**src/rtl/up_seq_ctrl.sv**
```systemverilog
// up_seq_ctrl: APB-programmed pattern sequencer driving 8 pads.
// Ports: HCLK/HRESETn, APB slave (PADDR..PSLVERR), upio_in_i,
//   upio_out_o (pattern), upio_dir_o (1=out), int_o (done irq).
module up_seq_ctrl #(
  parameter int APB_ADDR_WIDTH = 12,
  parameter int FIFO_DEPTH     = 8
) (
  input  logic                      HCLK,
  input  logic                      HRESETn,
  input  logic [APB_ADDR_WIDTH-1:0] PADDR,
  input  logic [31:0]               PWDATA,
  input  logic                      PWRITE,
  input  logic                      PSEL,
  input  logic                      PENABLE,
  output logic [31:0]               PRDATA,
  output logic                      PREADY,
  output logic                      PSLVERR,
  input  logic [7:0]                upio_in_i,
  output logic [7:0]                upio_out_o,
  output logic [7:0]                upio_dir_o,
  output logic                      int_o
);

  localparam int AW = $clog2(FIFO_DEPTH);
  localparam int CW = AW + 1;
  localparam logic [CW-1:0] DEPTH_C = CW'(FIFO_DEPTH);

  localparam logic [1:0] S_IDLE = 2'd0;
  localparam logic [1:0] S_RUN  = 2'd1;
  localparam logic [1:0] S_DONE = 2'd2;

  logic [1:0]    state_q, state_d;
  logic          en_q, en_d, loop_q, loop_d;
  logic          ie_q, ie_d, done_q, done_d;
  logic          int_q;
  logic [15:0]   pre_q, pre_d, timer_q, timer_d;
  logic [7:0]    dir_q, dir_d, out_q, out_d;
  logic [7:0]    cap_q, cap_d;
  logic [AW-1:0] wptr_q, wptr_d, rptr_q, rptr_d;
  logic [CW-1:0] count_q, count_d, cnt_after;
  logic [7:0]    mem_q [FIFO_DEPTH];

  logic          acc, wr, rd, unmapped;
  logic [2:0]    sel;
  logic          a_ctrl, a_pre, a_dir;
  logic          a_fifo, a_stat, a_cap;
  logic          full, empty, busy;
  logic          retire, pop, rot, flush;
  logic          push_req, push_ok;
  logic [AW-1:0] rptr_nx, wptr_nx;
  logic [7:0]    nxt_head;
  logic          unused_ok;

  assign acc      = PSEL & PENABLE;
  assign wr       = acc & PWRITE;
  assign rd       = acc & ~PWRITE;
  assign sel      = PADDR[4:2];
  assign a_ctrl   = (sel == 3'd0);
  assign a_pre    = (sel == 3'd1);
  assign a_dir    = (sel == 3'd2);
  assign a_fifo   = (sel == 3'd3);
  assign a_stat   = (sel == 3'd4);
  assign a_cap    = (sel == 3'd5);
  assign unmapped = (sel > 3'd5);

  assign full  = (count_q == DEPTH_C);
  assign empty = (count_q == '0);
  assign busy  = (state_q == S_RUN);

  assign retire = busy & en_q & (timer_q == '0);
  assign pop    = retire & ~loop_q;
  // Looping rotates the head to the tail so the
  // valid window stays contiguous behind wptr.
  assign rot    = retire & loop_q;
  assign flush  = wr & a_ctrl & PWDATA[3];

  assign push_req = wr & a_fifo;
  assign push_ok  = push_req & (~full | pop);

  assign rptr_nx   = rptr_q + AW'(1);
  assign wptr_nx   = wptr_q + AW'(1);
  assign cnt_after = count_q + CW'(push_ok) - CW'(pop);

  // The next head may be the slot being written
  // this very cycle (single-entry window).
  always_comb begin
    nxt_head = mem_q[rptr_nx];
    if (rptr_nx == wptr_q)
      nxt_head = rot ? mem_q[rptr_q] : PWDATA[7:0];
  end

  always_comb begin
    en_d    = en_q;
    loop_d  = loop_q;
    ie_d    = ie_q;
    pre_d   = pre_q;
    dir_d   = dir_q;
    done_d  = done_q;
    state_d = state_q;
    timer_d = timer_q;
    out_d   = out_q;
    cap_d   = cap_q;
    wptr_d  = wptr_q + AW'(push_ok) + AW'(rot);
    rptr_d  = rptr_q + AW'(retire);
    count_d = cnt_after;

    if (wr) begin
      unique case (1'b1)
        a_ctrl: begin
          en_d   = PWDATA[0];
          loop_d = PWDATA[1];
          ie_d   = PWDATA[2];
        end
        a_pre:  pre_d = PWDATA[15:0];
        a_dir:  dir_d = PWDATA[7:0];
        a_stat: if (PWDATA[8]) done_d = 1'b0;
        default: ;
      endcase
    end

    case (state_q)
      S_IDLE: begin
        if (en_q && !empty) begin
          state_d = S_RUN;
          out_d   = mem_q[rptr_q];
          timer_d = pre_q;
        end
      end
      S_RUN: begin
        if (!en_q) begin
          state_d = S_IDLE;
        end else if (timer_q != '0) begin
          timer_d = timer_q - 16'd1;
        end else begin
          cap_d = upio_in_i;
          if (rot || cnt_after != '0) begin
            out_d   = nxt_head;
            timer_d = pre_q;
          end else begin
            state_d = S_DONE;
            done_d  = 1'b1;
          end
        end
      end
      S_DONE: begin
        if (!en_q || !done_q) state_d = S_IDLE;
      end
      default: state_d = S_IDLE;
    endcase

    if (flush) begin
      state_d = S_IDLE;
      out_d   = out_q;
      count_d = '0;
      wptr_d  = '0;
      rptr_d  = '0;
    end
  end

  always_ff @(posedge HCLK or negedge HRESETn) begin
    if (!HRESETn) begin
      state_q <= S_IDLE;
      en_q    <= 1'b0;
      loop_q  <= 1'b0;
      ie_q    <= 1'b0;
      done_q  <= 1'b0;
      int_q   <= 1'b0;
      pre_q   <= '0;
      timer_q <= '0;
      dir_q   <= '0;
      out_q   <= '0;
      cap_q   <= '0;
      wptr_q  <= '0;
      rptr_q  <= '0;
      count_q <= '0;
    end else begin
      state_q <= state_d;
      en_q    <= en_d;
      loop_q  <= loop_d;
      ie_q    <= ie_d;
      done_q  <= done_d;
      int_q   <= done_q & ie_q;
      pre_q   <= pre_d;
      timer_q <= timer_d;
      dir_q   <= dir_d;
      out_q   <= out_d;
      cap_q   <= cap_d;
      wptr_q  <= wptr_d;
      rptr_q  <= rptr_d;
      count_q <= count_d;
    end
  end

  always_ff @(posedge HCLK or negedge HRESETn) begin
    if (!HRESETn) begin
      for (int i = 0; i < FIFO_DEPTH; i++)
        mem_q[i] <= '0;
    end else begin
      if (rot) mem_q[wptr_q] <= mem_q[rptr_q];
      if (push_ok) begin
        if (rot) mem_q[wptr_nx] <= PWDATA[7:0];
        else     mem_q[wptr_q]  <= PWDATA[7:0];
      end
    end
  end

  always_comb begin
    PRDATA = '0;
    if (rd) begin
      unique case (1'b1)
        a_ctrl: PRDATA = {29'd0, ie_q, loop_q, en_q};
        a_pre:  PRDATA = {16'd0, pre_q};
        a_dir:  PRDATA = {24'd0, dir_q};
        a_stat: PRDATA = {23'd0, done_q, busy, full,
                          empty, 5'(count_q)};
        a_cap:  PRDATA = {24'd0, cap_q};
        default: PRDATA = '0;
      endcase
    end
  end

  assign PREADY  = 1'b1;
  assign PSLVERR = acc & (unmapped | (push_req & ~push_ok));

  assign upio_out_o = out_q;
  assign upio_dir_o = dir_q;
  assign int_o      = int_q;

  assign unused_ok = ^{PADDR[APB_ADDR_WIDTH-1:5],
                       PADDR[1:0], PWDATA[31:16]};

endmodule

```
**config.mk**
```make
export PLATFORM = sky130hd
export DESIGN_NAME = up_seq_ctrl
export DESIGN_NICKNAME = d
export VERILOG_FILES = /design/src/rtl/up_seq_ctrl.sv
export SDC_FILE = /design/constraint.sdc
export NUM_CORES = 1
export LEC_CHECK = 0
export ABC_AREA = 0
export CORE_MARGIN = 2
export CORE_UTILIZATION = 30
export CTS_CLUSTER_DIAMETER = 30
export DETAILED_ROUTE_END_ITERATION = 8
export DONT_BUFFER_PORTS = 1
export PLACE_DENSITY = 0.55
export REMOVE_ABC_BUFFERS = 1
export SETUP_SLACK_MARGIN = 0.05
export SYNTH_ARGS = -nofsm -noshare
export SYNTH_HDL_FRONTEND = slang
export SYNTH_SLANG_ARGS = --single-unit
export TNS_END_PERCENT = 100
```
**constraint.sdc**
```tcl
create_clock -name HCLK -period 12.66 [get_ports HCLK]
set_input_delay 2.532 -clock HCLK [delete_from_list [all_inputs] [get_ports HCLK]]
set_output_delay 2.532 -clock HCLK [all_outputs]
set_load 0.005 [all_outputs]
```
## Word level (Yosys, flattened, before mapping)

Index checks and enable logic that the tools add are counted.

| word-level totals | value |
|---|---|
| register bits after elaboration | 137 |
| latch bits | 0 |
| bits in writable memories | 0 |
| memory bits (read-only) | 0 |
| input bits | 57 |
| output and inout bits | 51 |
| logic and storage cells | 150 |
| memories kept | 0 |

| operators by class | value |
|---|---|
| $add $sub $neg | 8 |
| multipliers | 0 |
| div/mod/pow operators | 0 |
| magnitude comparators | 7 |
| equality and inequality tests | 18 |
| shifts and indexed selects | 0 |
| muxes and demuxes | 47 |
| bitwise logic cells | 26 |
| reductions and logical operators | 22 |

Operator list:

| kind | count |
|---|---|
| $bwmux W64 | 3 |
| $mux W64 | 3 |
| $mux W8 | 12 |
| $mux W16 | 5 |
| $pmux W16 S5 | 1 |
| $bmux W8 S3 | 2 |
| $demux W8 S3 | 2 |
| $pmux W16 S2 | 1 |
| $ge A4 B4 Y1 const B | 4 |
| $logic_not A16 Y1 | 1 |
| $not A3 Y4 | 4 |
| $pmux W8 S2 | 1 |
| $reduce_bool A16 Y1 | 1 |
| $sub A16 B1 Y16 const B | 1 |
| $and A1 B1 Y1 | 14 |
| $mux W2 | 6 |
| $add A3 B1 Y3 | 3 |
| $lt A4 B1 Y1 const B | 2 |
| $ne A4 B4 Y1 const B | 2 |
| $reduce_and A4 Y1 | 2 |
| $mux W1 | 7 |
| $add A3 B1 Y3 const B | 2 |
| $eq A3 B2 Y1 const B | 2 |
| $eq A3 B3 Y1 const B | 2 |
| 28 further kinds | 45 |

## Depth between registers and ports, before layout

| logic depth | value |
|---|---|
| depth after elaboration | 15 |
| mapped depth | 20 |

## Least setup slack after synthesis

Ideal clock, no wire load.

| path | value |
|---|---|
| path type | input-to-reg |
| from | input PADDR[4] |
| to | register out_q[5] (netlist: upio_out_o[5]) |
| data arrival time | 6275 ps |
| path slack | 6253 ps |
| stages on the path | 17 |
| path through | clkbuf_1 -> nand2b_1 -> a211oi_1 -> buf_4 -> buf_2 -> inv_1 -> ha_1 -> inv_1 -> ha_1 -> inv_1 -> fa_1 -> nand3b_1 -> a2111oi_0 -> nor2_1 -> o311ai_1 -> clkbuf_1 -> o21ai_1 |

| on the way | value |
|---|---|
| cells in the longest elaborated chain, start to end | 9 |
| elaborated cells between the ends (all ways) | 13 |
| those cells by class | add/sub: 2; eq/ne: 2; bitwise: 5; reduce/logical: 4 |

RTL lines:

| element | line | source |
|---|---|---|
| start: declaration | 10 | `input logic [APB_ADDR_WIDTH-1:0] PADDR,` |
| $eq A3 B2 Y1 | 61 | `assign a_fifo = (sel == 3'd3);` |
| $and A1 B1 Y1 | 77 | `assign push_req = wr & a_fifo;` |
| $and A1 B1 Y1 | 78 | `assign push_ok = push_req & (~full \| pop);` |
| $add A4 B1 Y4 | 82 | `assign cnt_after = count_q + CW'(push_ok) - CW'(pop);` |
| $sub A4 B1 Y4 | 82 |  |
| $reduce_bool A4 Y1 | 136 | `if (rot \|\| cnt_after != '0) begin` |
| $logic_or A1 B1 Y1 | 136 |  |
| $ne A2 B1 Y1 (no line) | - |  |
| $reduce_and A6 Y1 (no line) * | - |  |
| end signal: assignment | 186 | `out_q <= out_d;` |
| end: declaration | 37 | `logic [7:0] dir_q, dir_d, out_q, out_d;` |

Every way passes the cells marked *; elsewhere a longest branch is shown, timed or not.
A chain may end at the register's enable or synchronous reset.

## Worst setup path in the final report

| path | value |
|---|---|
| from | input PADDR[4] |
| to | register timer_q[0] |

| on the way | value |
|---|---|
| cells in the longest elaborated chain, start to end | 9 |

RTL lines:

| element | line | source |
|---|---|---|
| $eq A3 B2 Y1 | 61 |  |
| $and A1 B1 Y1 | 77 |  |
| $and A1 B1 Y1 | 78 |  |
| $add A4 B1 Y4 | 82 |  |
| $sub A4 B1 Y4 | 82 |  |
| $reduce_bool A4 Y1 | 136 |  |
| $logic_or A1 B1 Y1 | 136 |  |
| $ne A3 B1 Y1 (no line) | - |  |
| $reduce_and A4 Y1 (no line) | - |  |
| end signal: assignment | 184 | `timer_q <= timer_d;` |
| end: declaration | 36 | `logic [15:0] pre_q, pre_d, timer_q, timer_d;` |

Every way passes these cells.

==> impl_metrics.tcl <==
set metrics [dict create \
    finalWeightedCongestion 0.793 \
    powerDensity_nw_per_um2 184 \
    synth.area.top_cells "sky130_fd_sc_hd__dfrtp_1, sky130_fd_sc_hd__mux2i_1, sky130_fd_sc_hd__mux4_2, sky130_fd_sc_hd__a22oi_1, sky130_fd_sc_hd__mux2_2" \
    global_route_wire_length_before_repair_mm 40.3 \
    dp_slack_ns 5.78 \
    dr.first_iter.drc_count 645 \
    share_seq_of_total_power 0.356 \
    htree_num_levels 4 \
    hold_path.class "flop to flop" \
    via_total_after_detailed_routing 6969 \
    setup.worst_path.class "input pin to flop" \
    fillCellCount 2968 \
    count_of_state_elements_after_synthesis 137 \
    cts_tree "yes" \
    intPower_mw 1.16 \
    area_growth_syn_to_layout_pct 10.4 \
    path_clk_slew_ns 0.06 \
    setup_violations 0 \
    setup_ws_ns 6.21 \
    async_flop_share 1.00 \
    setup.worst_path.start_class "input pin" \
    synth_edf_count 0 \
    min_period_ns 6.45 \
    drt_wl_total_mm 25.8 \
    yosysWarnings 0 \
    numClockSinks 137 \
    ctsResizeCount 0 \
    hold_viol 0 \
    num_antenna_cells 0 \
    timing.rr.end "timer_q[0]" \
    worst-r2r-setup-slack_ns 6.43 \
    cts_buffer_count 17 \
    synth_common_cells "sky130_fd_sc_hd__dfrtp_1, sky130_fd_sc_hd__mux2i_1, sky130_fd_sc_hd__a22oi_1" \
    gr-usage-all-layers 0.169 \
    cts_hold_repair.buffers 0 \
    sequential_element_share_of_the_synthesized_area 0.384 \
    initial_core_util 0.303 \
    antenna_violations_before_repair 1 \
    final_nets 898 \
    cts_root_buffer "sky130_fd_sc_hd__clkbuf_16" \
    worst_slew_margin_rel 0.335 \
    reg2reg_launch_point "timer_q[4]" \
    power.clock.fraction 0.298 \
    setup-tns-final_ns 0 \
    ant_nets 0 \
    area_of_the_die_sq_um 31200 \
    net_sw_frac 0.362 \
    worst-endpoint-required_ns 12.98 \
    yosys.cell_types.count 69 \
    global_route.overflow_total 0 \
    switching_power_mw 0.658 \
    dpl.hpwl_mm 17.4 \
    drt-vias-per-instance 5.67 \
    routed.top_layer "met5" \
    yosysMostFrequentCell "sky130_fd_sc_hd__dfrtp_1" \
    r2r_cells 18 \
    worst_ir_drop_vdd_mv 0.103 \
    syn_area_per_cell_sq_um 10.5 \
    remaining_drc_errors 0 \
    routed-wl-met3_mm 1.40 \
    yosys_most_used_dff "sky130_fd_sc_hd__dfrtp_1" \
    worstSkewPairLatency_ns 0.43 \
    synth_top_area_frac 0.384 \
    die_width_microns 177 \
    fmax_mhz 155 \
    routed_wire_length_per_instance_microns 21.0 \
    port_buffers 0 \
    final_layout_size_suffix_gt1_frac 0.174 \
    syn-cell-area_sq_um 8930 \
    slew_at_the_pin_closest_to_its_max_slew_limit_ns 0.997 \
    crit_arrival_ns 6.76 \
    min_delay_worst_endpoint "cap_q[6]" \
    power.share.combinational 0.345 \
    finalCritPeriodShare 0.509 \
    routedLengthMet1_mm 11.7 \
    type_of_element_capturing_the_critical_path "flop" \
    drt_pass_1_iters 5 \
    syn-instance-count 851 \
    synth_top_cell_by_area "sky130_fd_sc_hd__dfrtp_1" \
    postCtsSetupBuffers 0 \
    clock_tree.buffer_depth 2 \
    min_from "cap_q[6]" \
    die-height_microns 177 \
    io_pins 108 \
    hold_depth 1 \
    hold_slack_ns 0.507 \
    run_status "completed" \
    dr_wl_met2_mm 12.2 \
    final.setup_skew_ns 0.00769 \
    core_area_sq_um 29500 \
    grt_setup_unrepaired "no" \
    grt_pass1_vias 6643 \
    grt_start_max_net_pins 138 \
    std_cell_rows 63 \
    report.final.slew_viol_count 0 \
    power_leakage_nw 3.78 \
    critical_path_peak_fanout 74 \
    timing.max_cap.violations 0 \
]
-- cell families after synthesis --
group                      count (synthesis)  synth area share
AOI/OAI and AO/OA                        243             0.186
xor gates and xnor gates                  10            0.0115
adders and majority gates                 15            0.0227
buffers and inverters                     96            0.0529
DFF                                      137             0.384
muxes                                    173             0.238
other                                      2          0.000841
and+or+nand+nor                          175             0.104
-- registers in the layout, summed over array words and instances, names as in the netlist --
register    cells
upio_dir_o      8
mem_q          64
state_q         2
en_q            1
upio_out_o      8
rptr_q          3
loop_q          1
done_q          1
timer_q        16
cap_q           8
ie_q            1
wptr_q          3
pre_q          16
int_o           1
count_q         4
-- cell usage in the layout, fill, tap and decap left out, types with 10 or more instances in the layout --
cell type                   count
sky130_fd_sc_hd__dfrtp_1      137
sky130_fd_sc_hd__o21ai_1       14
sky130_fd_sc_hd__o21ai_0       18
sky130_fd_sc_hd__inv_1         25
sky130_fd_sc_hd__buf_4         12
sky130_fd_sc_hd__a21oi_1       18
sky130_fd_sc_hd__a22oi_1       71
sky130_fd_sc_hd__nand2_1       25
sky130_fd_sc_hd__mux2_2        46
sky130_fd_sc_hd__and2_1        10
sky130_fd_sc_hd__nor3_1        15
sky130_fd_sc_hd__a2bb2oi_1     15
sky130_fd_sc_hd__clkbuf_16     17
sky130_fd_sc_hd__nor2_1        62
sky130_fd_sc_hd__mux2i_1       99
sky130_fd_sc_hd__ha_1          12
sky130_fd_sc_hd__mux4_2        27
sky130_fd_sc_hd__o22ai_1       64
sky130_fd_sc_hd__conb_1        17
-- layer usage --
layer,track usage,vias up
li1,-,3182
met1,0.232,3535
met2,0.262,218
met3,0.0366,32
met4,0.0592,2
met5,0,-
-- final cells by class --
class	instances	area (sq um)	share of cell area
Timing Repair Buffer	12	90.1	0.00913
Clock inverter	12	171	0.0174
Inverter	25	93.8	0.00951
Multi-Input combinational cell	633	5130	0.520
Tap cell	390	488	0.0495
Sequential cell	137	3430	0.348
Clock buffer	20	467	0.0473
-- power groups by stage --
stage / sequential [mW] / clock [mW] / combinational (mW)
6_report: 0.647 / 0.542 / 0.627
5_1_grt: 0.662 / 0.573 / 0.695
4_1_cts: 0.646 / 0.551 / 0.623
3_5_place_dp: 0.653 / 0 / 0.620
3_3_place_gp: 0.651 / 0 / 0.613
2_1_floorplan: 0.619 / 0 / 0.480
-- worst max path at each step --
stage             start         end  cells after the start
2_1_floorplan  PADDR[4]  timer_q[0]                     14
3_5_place_dp   PADDR[4]  timer_q[0]                     16
6_report       PADDR[4]  timer_q[0]                     16
5_1_grt        PADDR[4]  timer_q[0]                     16
4_1_cts        PADDR[4]  timer_q[0]                     16
3_3_place_gp   PADDR[4]  timer_q[0]                     16
-- through the flow --
stage                     cell area (sq um)  utilization  cells  power [mW]
after global placement                 9230        0.313   1197        1.26
after detailed placement               9230        0.313   1197        1.27
final                                  9860        0.335   1229        1.82
after CTS                              9860        0.335   1229        1.82
after global routing                   9860        0.335   1229        1.93
after floorplan                        8610            -    795        1.10
-- critical path, stage by stage --
cell and delay, ns:
sky130_fd_sc_hd__nand2b_1 0.21, sky130_fd_sc_hd__a211oi_4 0.26, sky130_fd_sc_hd__buf_4 0.72, sky130_fd_sc_hd__inv_1 0.11
sky130_fd_sc_hd__ha_1 0.30, sky130_fd_sc_hd__inv_1 0.06, sky130_fd_sc_hd__ha_1 0.19, sky130_fd_sc_hd__inv_1 0.06
sky130_fd_sc_hd__fa_1 0.52, sky130_fd_sc_hd__nand2b_1 0.06, sky130_fd_sc_hd__a2111oi_0 0.56, sky130_fd_sc_hd__nor2_1 0.24
sky130_fd_sc_hd__o31ai_2 0.26, sky130_fd_sc_hd__buf_4 0.29, sky130_fd_sc_hd__nor3_1 0.08, sky130_fd_sc_hd__a211o_1 0.26
Power figures use the tool's default switching activity.
